--- config.mk ---
export PLATFORM = sky130hd
export DESIGN_NAME = uart_rx_core_flat
export DESIGN_NICKNAME = d
export VERILOG_FILES = /design/src/rtl/uart_pkg.sv /design/src/rtl/uart_rx_core_if.sv /design/src/rtl/uart_sync2.sv /design/src/rtl/uart_rx_core.sv /design/src/flat_wrapper.sv
export SDC_FILE = /design/constraint.sdc
export NUM_CORES = 1
export LEC_CHECK = 0
export ABC_AREA = 1
export BUFFER_PORTS_ARGS = -buffer_cell sky130_fd_sc_hd__buf_2
export CAP_MARGIN = 20
export CORE_MARGIN = 2
export CORE_UTILIZATION = 51
export DETAILED_ROUTE_END_ITERATION = 8
export PLACE_DENSITY = 0.71
export SYNTH_ARGS = -nofsm -noshare
export SYNTH_HDL_FRONTEND = slang
export SYNTH_HIERARCHICAL = 1
export SYNTH_SLANG_ARGS = --single-unit
--- constraint.sdc ---
create_clock -name clk -period 3.5 [get_ports clk]
set_clock_uncertainty 0.1 [all_clocks]
set_input_delay 0.7 -clock clk [delete_from_list [all_inputs] [get_ports clk]]
set_output_delay 0.7 -clock clk [all_outputs]
set_load 0.02 [all_outputs]
--- src/rtl/uart_pkg.sv ---
// Shared UART definitions: frame width and receiver state encoding.
// Used by uart_rx_core and its interface; the transmitter shares UART_DATA_BITS.
package uart_pkg;

  localparam int unsigned UART_DATA_BITS  = 8;
  localparam int unsigned UART_OVERSAMPLE = 16;
  localparam int unsigned UART_BCNT_W     = $clog2(UART_DATA_BITS);

  typedef enum logic [2:0] {
    IDLE      = 3'd0,
    START     = 3'd1,
    DATA      = 3'd2,
    STOP      = 3'd3,
    WAIT_HIGH = 3'd4
  } uart_rx_state_e;

endpackage

--- src/rtl/uart_rx_core_if.sv ---
// Receiver-to-consumer bus.
//   RxD_data      : last correctly framed byte
//   RxD_ready     : one-cycle strobe, RxD_data updated
//   RxD_frame_err : one-cycle strobe, stop bit sampled low
//   Busy          : receiver not idle
// master = receiver (drives), slave = consumer (observes).
interface uart_rx_core_if;
  import uart_pkg::*;

  logic [UART_DATA_BITS-1:0] RxD_data;
  logic                      RxD_ready;
  logic                      RxD_frame_err;
  logic                      Busy;

  modport master (output RxD_data, output RxD_ready, output RxD_frame_err, output Busy);
  modport slave  (input  RxD_data, input  RxD_ready, input  RxD_frame_err, input  Busy);
endinterface

--- src/rtl/uart_sync2.sv ---
// Two-flop synchronizer for an asynchronous single-bit input.
//   clk, rst : clock, async active-high reset (both flops load RESET_VAL)
//   d        : asynchronous input
//   q        : synchronized output, 2 clk latency
module uart_sync2 #(
  parameter logic RESET_VAL = 1'b1
) (
  input  logic clk,
  input  logic rst,
  input  logic d,
  output logic q
);

  logic meta;

  always_ff @(posedge clk or posedge rst) begin
    if (rst) begin
      meta <= RESET_VAL;
      q    <= RESET_VAL;
    end else begin
      meta <= d;
      q    <= meta;
    end
  end

endmodule

--- src/rtl/uart_rx_core.sv ---
// 8N1 UART receiver with oversampled start-bit validation.
//   clk, rst       : clock, async active-high reset
//   RxD            : serial line, asynchronous, idle high
//   OversampleTick : one-clk pulse at OVERSAMPLE x baud
//   rx (master)    : RxD_data / RxD_ready / RxD_frame_err / Busy
module uart_rx_core
  import uart_pkg::*;
#(
  parameter int unsigned OVERSAMPLE = UART_OVERSAMPLE
) (
  input  logic           clk,
  input  logic           rst,
  input  logic           RxD,
  input  logic           OversampleTick,
  uart_rx_core_if.master rx
);

  localparam int unsigned TCNT_W = $clog2(OVERSAMPLE);
  localparam logic [TCNT_W-1:0]      HALF_LAST = TCNT_W'(OVERSAMPLE / 2 - 1);
  localparam logic [TCNT_W-1:0]      FULL_LAST = TCNT_W'(OVERSAMPLE - 1);
  localparam logic [UART_BCNT_W-1:0] BIT_LAST  = UART_BCNT_W'(UART_DATA_BITS - 1);

  logic rxs;

  uart_rx_state_e            state, state_next;
  logic [TCNT_W-1:0]         tcnt, tcnt_next;
  logic [UART_BCNT_W-1:0]    bcnt, bcnt_next;
  logic [UART_DATA_BITS-1:0] sh, sh_next;
  logic [UART_DATA_BITS-1:0] data_q, data_next;
  logic                      ready_q, ready_next;
  logic                      ferr_q, ferr_next;
  logic                      busy_q, busy_next;

  uart_sync2 #(.RESET_VAL(1'b1)) u_sync (
    .clk (clk),
    .rst (rst),
    .d   (RxD),
    .q   (rxs)
  );

  // State, counters, shift register and registered outputs.
  always_ff @(posedge clk or posedge rst) begin
    if (rst) begin
      state   <= IDLE;
      tcnt    <= '0;
      bcnt    <= '0;
      sh      <= '0;
      data_q  <= '0;
      ready_q <= 1'b0;
      ferr_q  <= 1'b0;
      busy_q  <= 1'b0;
    end else begin
      state   <= state_next;
      tcnt    <= tcnt_next;
      bcnt    <= bcnt_next;
      sh      <= sh_next;
      data_q  <= data_next;
      ready_q <= ready_next;
      ferr_q  <= ferr_next;
      busy_q  <= busy_next;
    end
  end

  // Next-state and output decode.
  always_comb begin
    state_next = state;
    tcnt_next  = tcnt;
    bcnt_next  = bcnt;
    sh_next    = sh;
    data_next  = data_q;
    ready_next = 1'b0;
    ferr_next  = 1'b0;

    unique case (state)
      // Ticks are ignored here, so a tick coincident with the falling edge
      // never counts toward the half-bit wait.
      IDLE: begin
        tcnt_next = '0;
        bcnt_next = '0;
        if (!rxs) state_next = START;
      end

      // Re-check the line at mid start bit to reject glitches.
      START: begin
        if (OversampleTick) begin
          if (tcnt == HALF_LAST) begin
            tcnt_next  = '0;
            bcnt_next  = '0;
            state_next = rxs ? IDLE : DATA;
          end else begin
            tcnt_next = tcnt + TCNT_W'(1);
          end
        end
      end

      DATA: begin
        if (OversampleTick) begin
          if (tcnt == FULL_LAST) begin
            tcnt_next = '0;
            sh_next   = {rxs, sh[UART_DATA_BITS-1:1]};
            bcnt_next = bcnt + UART_BCNT_W'(1);
            if (bcnt == BIT_LAST) state_next = STOP;
          end else begin
            tcnt_next = tcnt + TCNT_W'(1);
          end
        end
      end

      // Leaving at mid stop bit lets IDLE catch a back-to-back start edge.
      STOP: begin
        if (OversampleTick) begin
          if (tcnt == FULL_LAST) begin
            tcnt_next = '0;
            if (rxs) begin
              data_next  = sh;
              ready_next = 1'b1;
              state_next = IDLE;
            end else begin
              ferr_next  = 1'b1;
              state_next = WAIT_HIGH;
            end
          end else begin
            tcnt_next = tcnt + TCNT_W'(1);
          end
        end
      end

      // Break or stuck-low line: hold off until it returns high.
      WAIT_HIGH: begin
        if (rxs) state_next = IDLE;
      end

      default: state_next = IDLE;
    endcase

    busy_next = (state_next != IDLE);
  end

  assign rx.RxD_data      = data_q;
  assign rx.RxD_ready     = ready_q;
  assign rx.RxD_frame_err = ferr_q;
  assign rx.Busy          = busy_q;

endmodule

--- src/flat_wrapper.sv ---
// flat-port wrapper written by rule: the top's interface ports become plain ports
module uart_rx_core_flat import uart_pkg::*;
#(
  parameter int unsigned OVERSAMPLE = UART_OVERSAMPLE
)
  (clk, rst, RxD, OversampleTick, rx_RxD_data, rx_RxD_ready, rx_RxD_frame_err, rx_Busy);
  uart_rx_core_if rx_i ();
  input  logic clk;
  input  logic rst;
  input  logic RxD;
  input  logic OversampleTick;
  output wire logic [$bits(rx_i.RxD_data)-1:0] rx_RxD_data;
  output wire logic [$bits(rx_i.RxD_ready)-1:0] rx_RxD_ready;
  output wire logic [$bits(rx_i.RxD_frame_err)-1:0] rx_RxD_frame_err;
  output wire logic [$bits(rx_i.Busy)-1:0] rx_Busy;
  assign rx_RxD_data = rx_i.RxD_data;
  assign rx_RxD_ready = rx_i.RxD_ready;
  assign rx_RxD_frame_err = rx_i.RxD_frame_err;
  assign rx_Busy = rx_i.Busy;
  uart_rx_core #(.OVERSAMPLE(OVERSAMPLE)) u_core (.clk(clk), .rst(rst), .RxD(RxD), .OversampleTick(OversampleTick), .rx(rx_i));
endmodule
==> results by group, run 1 <==
Run status
  • Status: complete, no violations

Yosys
  • Mapped Cells: 149
  • Syn Area/Cell: 9.61 um2
  • XOR/XNOR Fraction of Synth Area: 0.611%
  • Post-synthesis mux area share: 0%
  • Adder-cell share of the synthesized area: 2.62%
  • Syn_nets: 156
  • Synthesized area: 1430 um2
  • Compound-Gate Fraction of Synth Area: 12.6%
  • YS warnings: 6
  • Synthesized flop and latch total: 31
  • Largest family of logic cells by synthesized area: simple AND/OR/NAND/NOR gates
  • Post-synth cell types: 22
  • Simple-Gate Fraction of Synth Area: 22.0%
  • Post-synthesis sequential area ratio: 54.3%

Place
  • HPWL after DPL: 1710 um
  • Setup WS pre-CTS: 1.67 ns
  • Gpl congestion: 0.830
  • PortBufs: 14

Timing
  • Fin crit share: 48.1%
  • Final Hold Vio Count: 0
  • RSZ-0062 raised after global routing: no
  • Worst slew pin tran: 0.496 ns
  • Setup Viol. Count Final: 0
  • Minimum clock period: 1.68 ns
  • Post-Route Setup TNS: 0 ns
  • Fmax: 594 MHz
  • Slew margin rel.: 66.9%
  • Final WS setup: 1.82 ns
  • Max-slew violations: 0

Drt
  • DR WL/cell: 12.0 um
  • 1st-pass router iterations: 4
  • ANT nets after route: 0
  • Final wirelength: 2410 um
  • Post-route DRC: 0
  • Via density: 4.95
  • Vias: 994
  • DRT iter0 DRCs: 48

CTS
  • CTS tree: yes
  • Longest Clk Path Bufs: 2
  • Post_cts resized: 0
  • H-tree levels: 2
  • Later-pin clock latency in the skew report: 0.32 ns
  • TritonCTS Buffers: 5
  • Cts hold-fix bufs: 0
  • Worst-path clk slew: 0.10 ns
  • Clk root buf: clkbuf_4
  • Post-CTS Setup Inserts: 0
  • CTS sink cnt: 31

GRT
  • Number of global-route vias before repair: 1008
  • First-pass GRT wire length: 4390 um
  • Initial antenna violation count: 0
  • Total Routing Usage GR: 17.9%
  • Largest net degree at the start of global routing: 30
  • GRT overflow: 0

Floorplanning
  • Initial core utilization: 52.9%
  • Core footprint: 2710 um2
  • I/O pins: 15
  • # rows: 19
  • Die area: 3250 um2
  • Die height: 57 um
  • Die X: 57 um

Min path
  • Hold crit path type: reg2reg

Power and ir drop
  • Cell internal pwr: 537 uW
  • Sequential share of power: 54.1%
  • Leakage: 0.824 nW
  • VDD IR max: 457 uV
  • Switching share of power: 32.2%
  • Clk pwr share: 27.0%
  • Net switching power: 255 uW
  • PwrDens: 493 nW/um2
  • Comb pwr share: 19.0%

Finish
  • Nets: 176
  • Layout area overhead: 12.1%
  • Antenna fix cells: 0
  • Most frequent cells in the layout: nand2_1, dfrtp_1, inv_1
  • Commonest non-fill, non-tap cell in the layout: nand2_1
  • Layout cells sized above 1: 29.4%

Worst setup path
  • Top delay family on crit path: flip-flops
  • Crit path launch type: flip-flop
  • CP required: 2.70 ns
  • Worst path slowest cell: dfrtp_1
  • Critical Path AT: 0.88 ns
  • Worst path max stage delay: 0.40 ns
  • CP Class: reg2out
  • WP buf/inv: 1
  • Critical path cell sequence: buf_2
  • Maximum fanout along the worst path: 2
  • Setup crit end kind: output pin

Flow run
  • Maxcap violations: 0
per-stage QoR:
| step | power (mW) | hold slack (ns) | utilization (%) | cell area [um2] | std cells |
|---|---|---|---|---|---|
| final | 0.793 | 0.274 | 59.3 | 1610 | 201 |
| after global routing | 0.846 | 0.276 | 59.3 | 1610 | 201 |
| after CTS | 0.797 | 0.271 | 58.3 | 1580 | 200 |
| after detailed placement | 0.578 | 0.251 | 56.0 | 1520 | 192 |
| after global placement | 0.569 | 0.247 | 56.0 | 1520 | 192 |
| after floorplan | 0.537 | 0.245 | - | 1430 | 149 |
layer usage:
| layer | up-vias | global-route usage [%] | routed length [um] |
|---|---|---|---|
| li1 | 515 | - | - |
| met1 | 462 | 22.5 | 1150 |
| met2 | 15 | 28.6 | 1160 |
| met3 | 2 | 4.76 | 75 |
| met4 | 0 | 8.97 | 21 |
| met5 | - | 0 | 0 |
final timing paths:
kind                            depth (start not counted)                              start  slack (ns)                           endpoint
worst min register to register                          0       u_core/u_sync/meta$_DFF_PP1_        0.27          u_core/u_sync/q$_DFF_PP1_
min in group asynchronous                               2                                rst        0.29       u_core/u_sync/meta$_DFF_PP1_
worst max-delay path                                    1  u_core/rx.RxD_data[3]$_DFFE_PP0P_        1.82                     rx_RxD_data[3]
worst min-delay path                                    0       u_core/u_sync/meta$_DFF_PP1_        0.27          u_core/u_sync/q$_DFF_PP1_
worst max register to register                          6         u_core/tcnt[0]$_DFFE_PP0P_        1.85  u_core/rx.RxD_data[7]$_DFFE_PP0P_
max in group asynchronous                               3                                rst        2.54         u_core/bcnt[2]$_DFFE_PP0P_
power groups by stage:
stage	clock network (mW)	registers (mW)	logic (mW)
after CTS	0.221	0.428	0.148
final	0.214	0.428	0.150
after global placement	0	0.431	0.139
after detailed placement	0	0.433	0.144
after global routing	0.239	0.435	0.172
after floorplan	0	0.431	0.106
area by class of cell:
class / count / area [um2]
Clock buffer: 7 / 55.1
Clock inverter: 1 / 5.00
Fill cell: 260 / 1100
Inverter: 24 / 90.1
Multi-Input combinational cell: 92 / 542
Sequential cell: 31 / 778
Tap cell: 31 / 38.8
Timing Repair Buffer: 15 / 97.6
registers in the layout, summed over array words and instances, names as in the netlist, 3 cells and up:
signal and cells:
u_core/rx.RxD_data 8, u_core/sh 8, u_core/tcnt 4, u_core/bcnt 3
u_core/state 3
logic make-up after synthesis:
| logic type | Yosys count |
|---|---|
| simple gates | 64 |
| xor+xnor | 1 |
| flops | 31 |
| buf+inv | 26 |
| compound gates | 24 |
| fa+ha+maj | 3 |
Yosys cell counts (all sizes together):
cell type | instances | share of area (%)
a21oi | 3 | 1.0
o21ai | 21 | 12
buf | 2 | 1.6
nor2 | 7 | 2.5
dfstp | 2 | 3.7
ha | 3 | 2.6
nand2 | 40 | 11
xor2 | 1 | 0.61
nand3 | 12 | 5.4
dfrtp | 29 | 51
nand4 | 2 | 0.87
nor3 | 3 | 1.8
inv | 24 | 6.3
Note: power is estimated with default switching activity, not from simulation.
==> run 2, diff against run 1 <==
- ABC_AREA: 1 -> 0
- clock period: 3.5 -> 1.6 ns (I/O delays scaled with it)
==> run 2 against run 1 <==
  * The flow now finishes with violations (negative setup slack)
  * Routed wire length grew 3.3%
  * Die area decreased by 2.9%
  * Register-to-register slack worse by 1.9 ns
  * Critical path type is now reg2reg
  * Largest cell class unchanged
  * Sequential power is 120% higher
  * Via count is 8.7% lower
==> results by group, run 2 <==
Run status
  • Status: finished with violations
  • Failing checks: negative setup slack

Drt
  • 1st-pass router iterations: 4
  • M1 WL: 1160 um
  • Routed met2 length: 1220 um
  • Final wirelength: 2490 um
  • Met3 wire length: 81 um
  • DRT iter0 DRCs: 18
  • Post-route DRC: 0
  • ANT nets after route: 0
  • Vias: 908
  • Top Layer Used: met4
  • DR WL/cell: 14.6 um
  • Via density: 5.34

Timing
  • Minimum clock period: 1.65 ns
  • Setup Viol. Count Final: 16
  • RSZ-0062 raised after global routing: yes
  • Final Hold Vio Count: 0
  • WHS: 0.198 ns
  • Max-slew violations: 0
  • Final WS setup: -0.0490 ns
  • Worst slew pin tran: 0.354 ns
  • Fmax: 606 MHz
  • Slew margin rel.: 76.4%
  • Fin crit share: 103%

Min path
  • Hold crit path type: in2reg
  • Min-delay src: OversampleTick
  • Hold Path Depth: 3

Finish
  • Antenna fix cells: 0
  • Commonest non-fill, non-tap cell in the layout: dfrtp_1
  • Layout area overhead: 24.7%
  • Layout cells sized above 1: 42.1%
  • Fillers: 195
  • FF+latch area: 781 um2
  • Most frequent cells in the layout: dfrtp_1, buf_2, buf_4
  • Nets: 146
  • Multi-input logic area: 612 um2

Power and ir drop
  • PwrDens: 1230 nW/um2
  • Leakage: 0.921 nW
  • VDD IR max: 989 uV

Yosys
  • Synth area leaders: dfrtp_1, mux2_4, mux2_1
  • YS warnings: 6
  • Post-synthesis sequential area ratio: 56.1%
  • Mapped Cells: 105
  • EDFF count, synth: 0
  • Syn_nets: 112
  • Post-synth cell types: 34
  • Top_reg_cell synth: dfrtp_1
  • Syn Area/Cell: 13.2 um2
  • Most numerous cell in the Yosys netlist: dfrtp_1
  • Synth top cells by count: dfrtp_1, mux2_1, mux2_4, inv_1, nor2_1
  • Post-synth top area share: 52.3%
  • Cell taking the most area after synthesis: dfrtp_1
  • Synthesized flop and latch total: 31
  • Post-synth ARST share: 100%
  • Synthesized area: 1390 um2

Worst setup path
  • WP buf/inv: 0
  • R2R Setup Slk: -0.05 ns
  • Crit. Startpoint: u_core/tcnt[0]$_DFFE_PP0P_
  • Critical Path AT: 1.76 ns
  • CP Class: reg2reg
  • Maximum fanout along the worst path: 9
  • Worst r2r src: u_core/tcnt[0]$_DFFE_PP0P_
  • Worst path slowest cell: dfrtp_1
  • Worst path max stage delay: 0.41 ns
  • Top delay family on crit path: simple AND/OR/NAND/NOR gates
  • Critical path cell sequence: ha_4 -> nand4_2 -> nor3_4 -> nand2_4 -> mux2_4
  • CP required: 1.71 ns
  • Worst reg2reg path depth: 5
  • Setup crit end kind: flip-flop
  • Cell count along the critical path: 5
  • Crit path launch type: flip-flop

CTS
  • Clk root buf: clkbuf_4
  • Worst-path clk slew: 0.11 ns
  • Later-pin clock latency in the skew report: 0.33 ns
  • H-tree levels: 2
  • TritonCTS Buffers: 5
  • CTS tree: yes
  • CTS sink cnt: 31
  • Longest Clk Path Bufs: 2

Floorplanning
  • I/O pins: 15
  • Initial core utilization: 55.0%
  • Die X: 56.2 um
  • Die height: 56.2 um
  • Die area: 3150 um2
  • # rows: 18
  • Core footprint: 2520 um2

Flow run
  • Maxcap violations: 0

Place
  • Setup WS pre-CTS: -0.0604 ns
  • Gpl congestion: 0.835
  • PortBufs: 14
  • HPWL after DPL: 1740 um

GRT
  • Total Routing Usage GR: 16.9%
  • GRT overflow: 0
  • First-pass GRT wire length: 4070 um
  • Largest net degree at the start of global routing: 30
  • Number of global-route vias before repair: 915
  • Initial antenna violation count: 0
run 2: per-stage QoR:
stage                     power [mW]  cells  cell area [um2]  setup TNS [ns]  util (%)
after floorplan                 1.30    105             1430         -0.0216         -
after global placement          1.46    158             1600          -0.260      63.4
after detailed placement        1.49    158             1600          -0.537      63.4
after CTS                       2.13    169             1710          -0.600      67.9
after global routing            2.26    170             1730           -1.62      68.6
final                           2.13    170             1730          -0.525      68.6
run 2: power by group:
part / switching (mW) / leakage, nW / internal, mW
clock: 0.260 / 0.0482 / 0.369
sequential: 0.0906 / 0.408 / 0.862
combinational: 0.246 / 0.465 / 0.304
total: 0.597 / 0.921 / 1.54
run 2: logic make-up (layout without fill, tap and decap cells):
family	after synthesis	after routing	share of synthesized area (%)
DFF	31	31	56.1
AOI/OAI and AO/OA	21	21	10.8
adders and majority gates	3	3	2.71
muxes	18	18	16.8
buffers and inverters	9	43	2.61
and+or+nand+nor	22	23	10.4
xor gates and xnor gates	1	1	0.631
run 2: repair_timing:
item	4_1_cts	5_1_grt
endpoints found under the hold margin	32	0
pin swaps	2	2
gates cloned	0	1
gates resized for setup	0	6
setup endpoints to repair	17	21
setup buffers	1	0
hold buffers	2	0
run 2: worst reg2reg max path: cells and delay by family, from the launching register on:
| kind | cells | cell delay, ns |
|---|---|---|
| AND/OR/NAND/NOR | 3 | 0.53 |
| flip-flops | 1 | 0.41 |
| multiplexers | 1 | 0.33 |
| adder cells (fa/ha/maj) | 1 | 0.18 |
run 2: layer usage:
layer | GRT usage [%] | up-vias
met5 | 0 | -
met4 | 8.16 | 0
met3 | 4.88 | 4
met2 | 26.2 | 17
met1 | 21.7 | 444
li1 | - | 443
run 2: worst paths after layout:
kind,end
max in group asynchronous,u_core/sh[7]$_DFFE_PP0P_
min reg2reg,u_core/u_sync/q$_DFF_PP1_
min in group asynchronous,u_core/u_sync/meta$_DFF_PP1_
max reg2reg,u_core/rx.RxD_data[0]$_DFFE_PP0P_
max,u_core/rx.RxD_data[0]$_DFFE_PP0P_
min,u_core/tcnt[2]$_DFFE_PP0P_
run 2: area by class of cell:
class	instances	area share [%]
Sequential cell	31	45.1
Multi-Input combinational cell	66	35.4
Timing Repair Buffer	29	11.1
Clock buffer	6	2.96
Tap cell	30	2.17
Clock inverter	2	2.02
Inverter	6	1.30
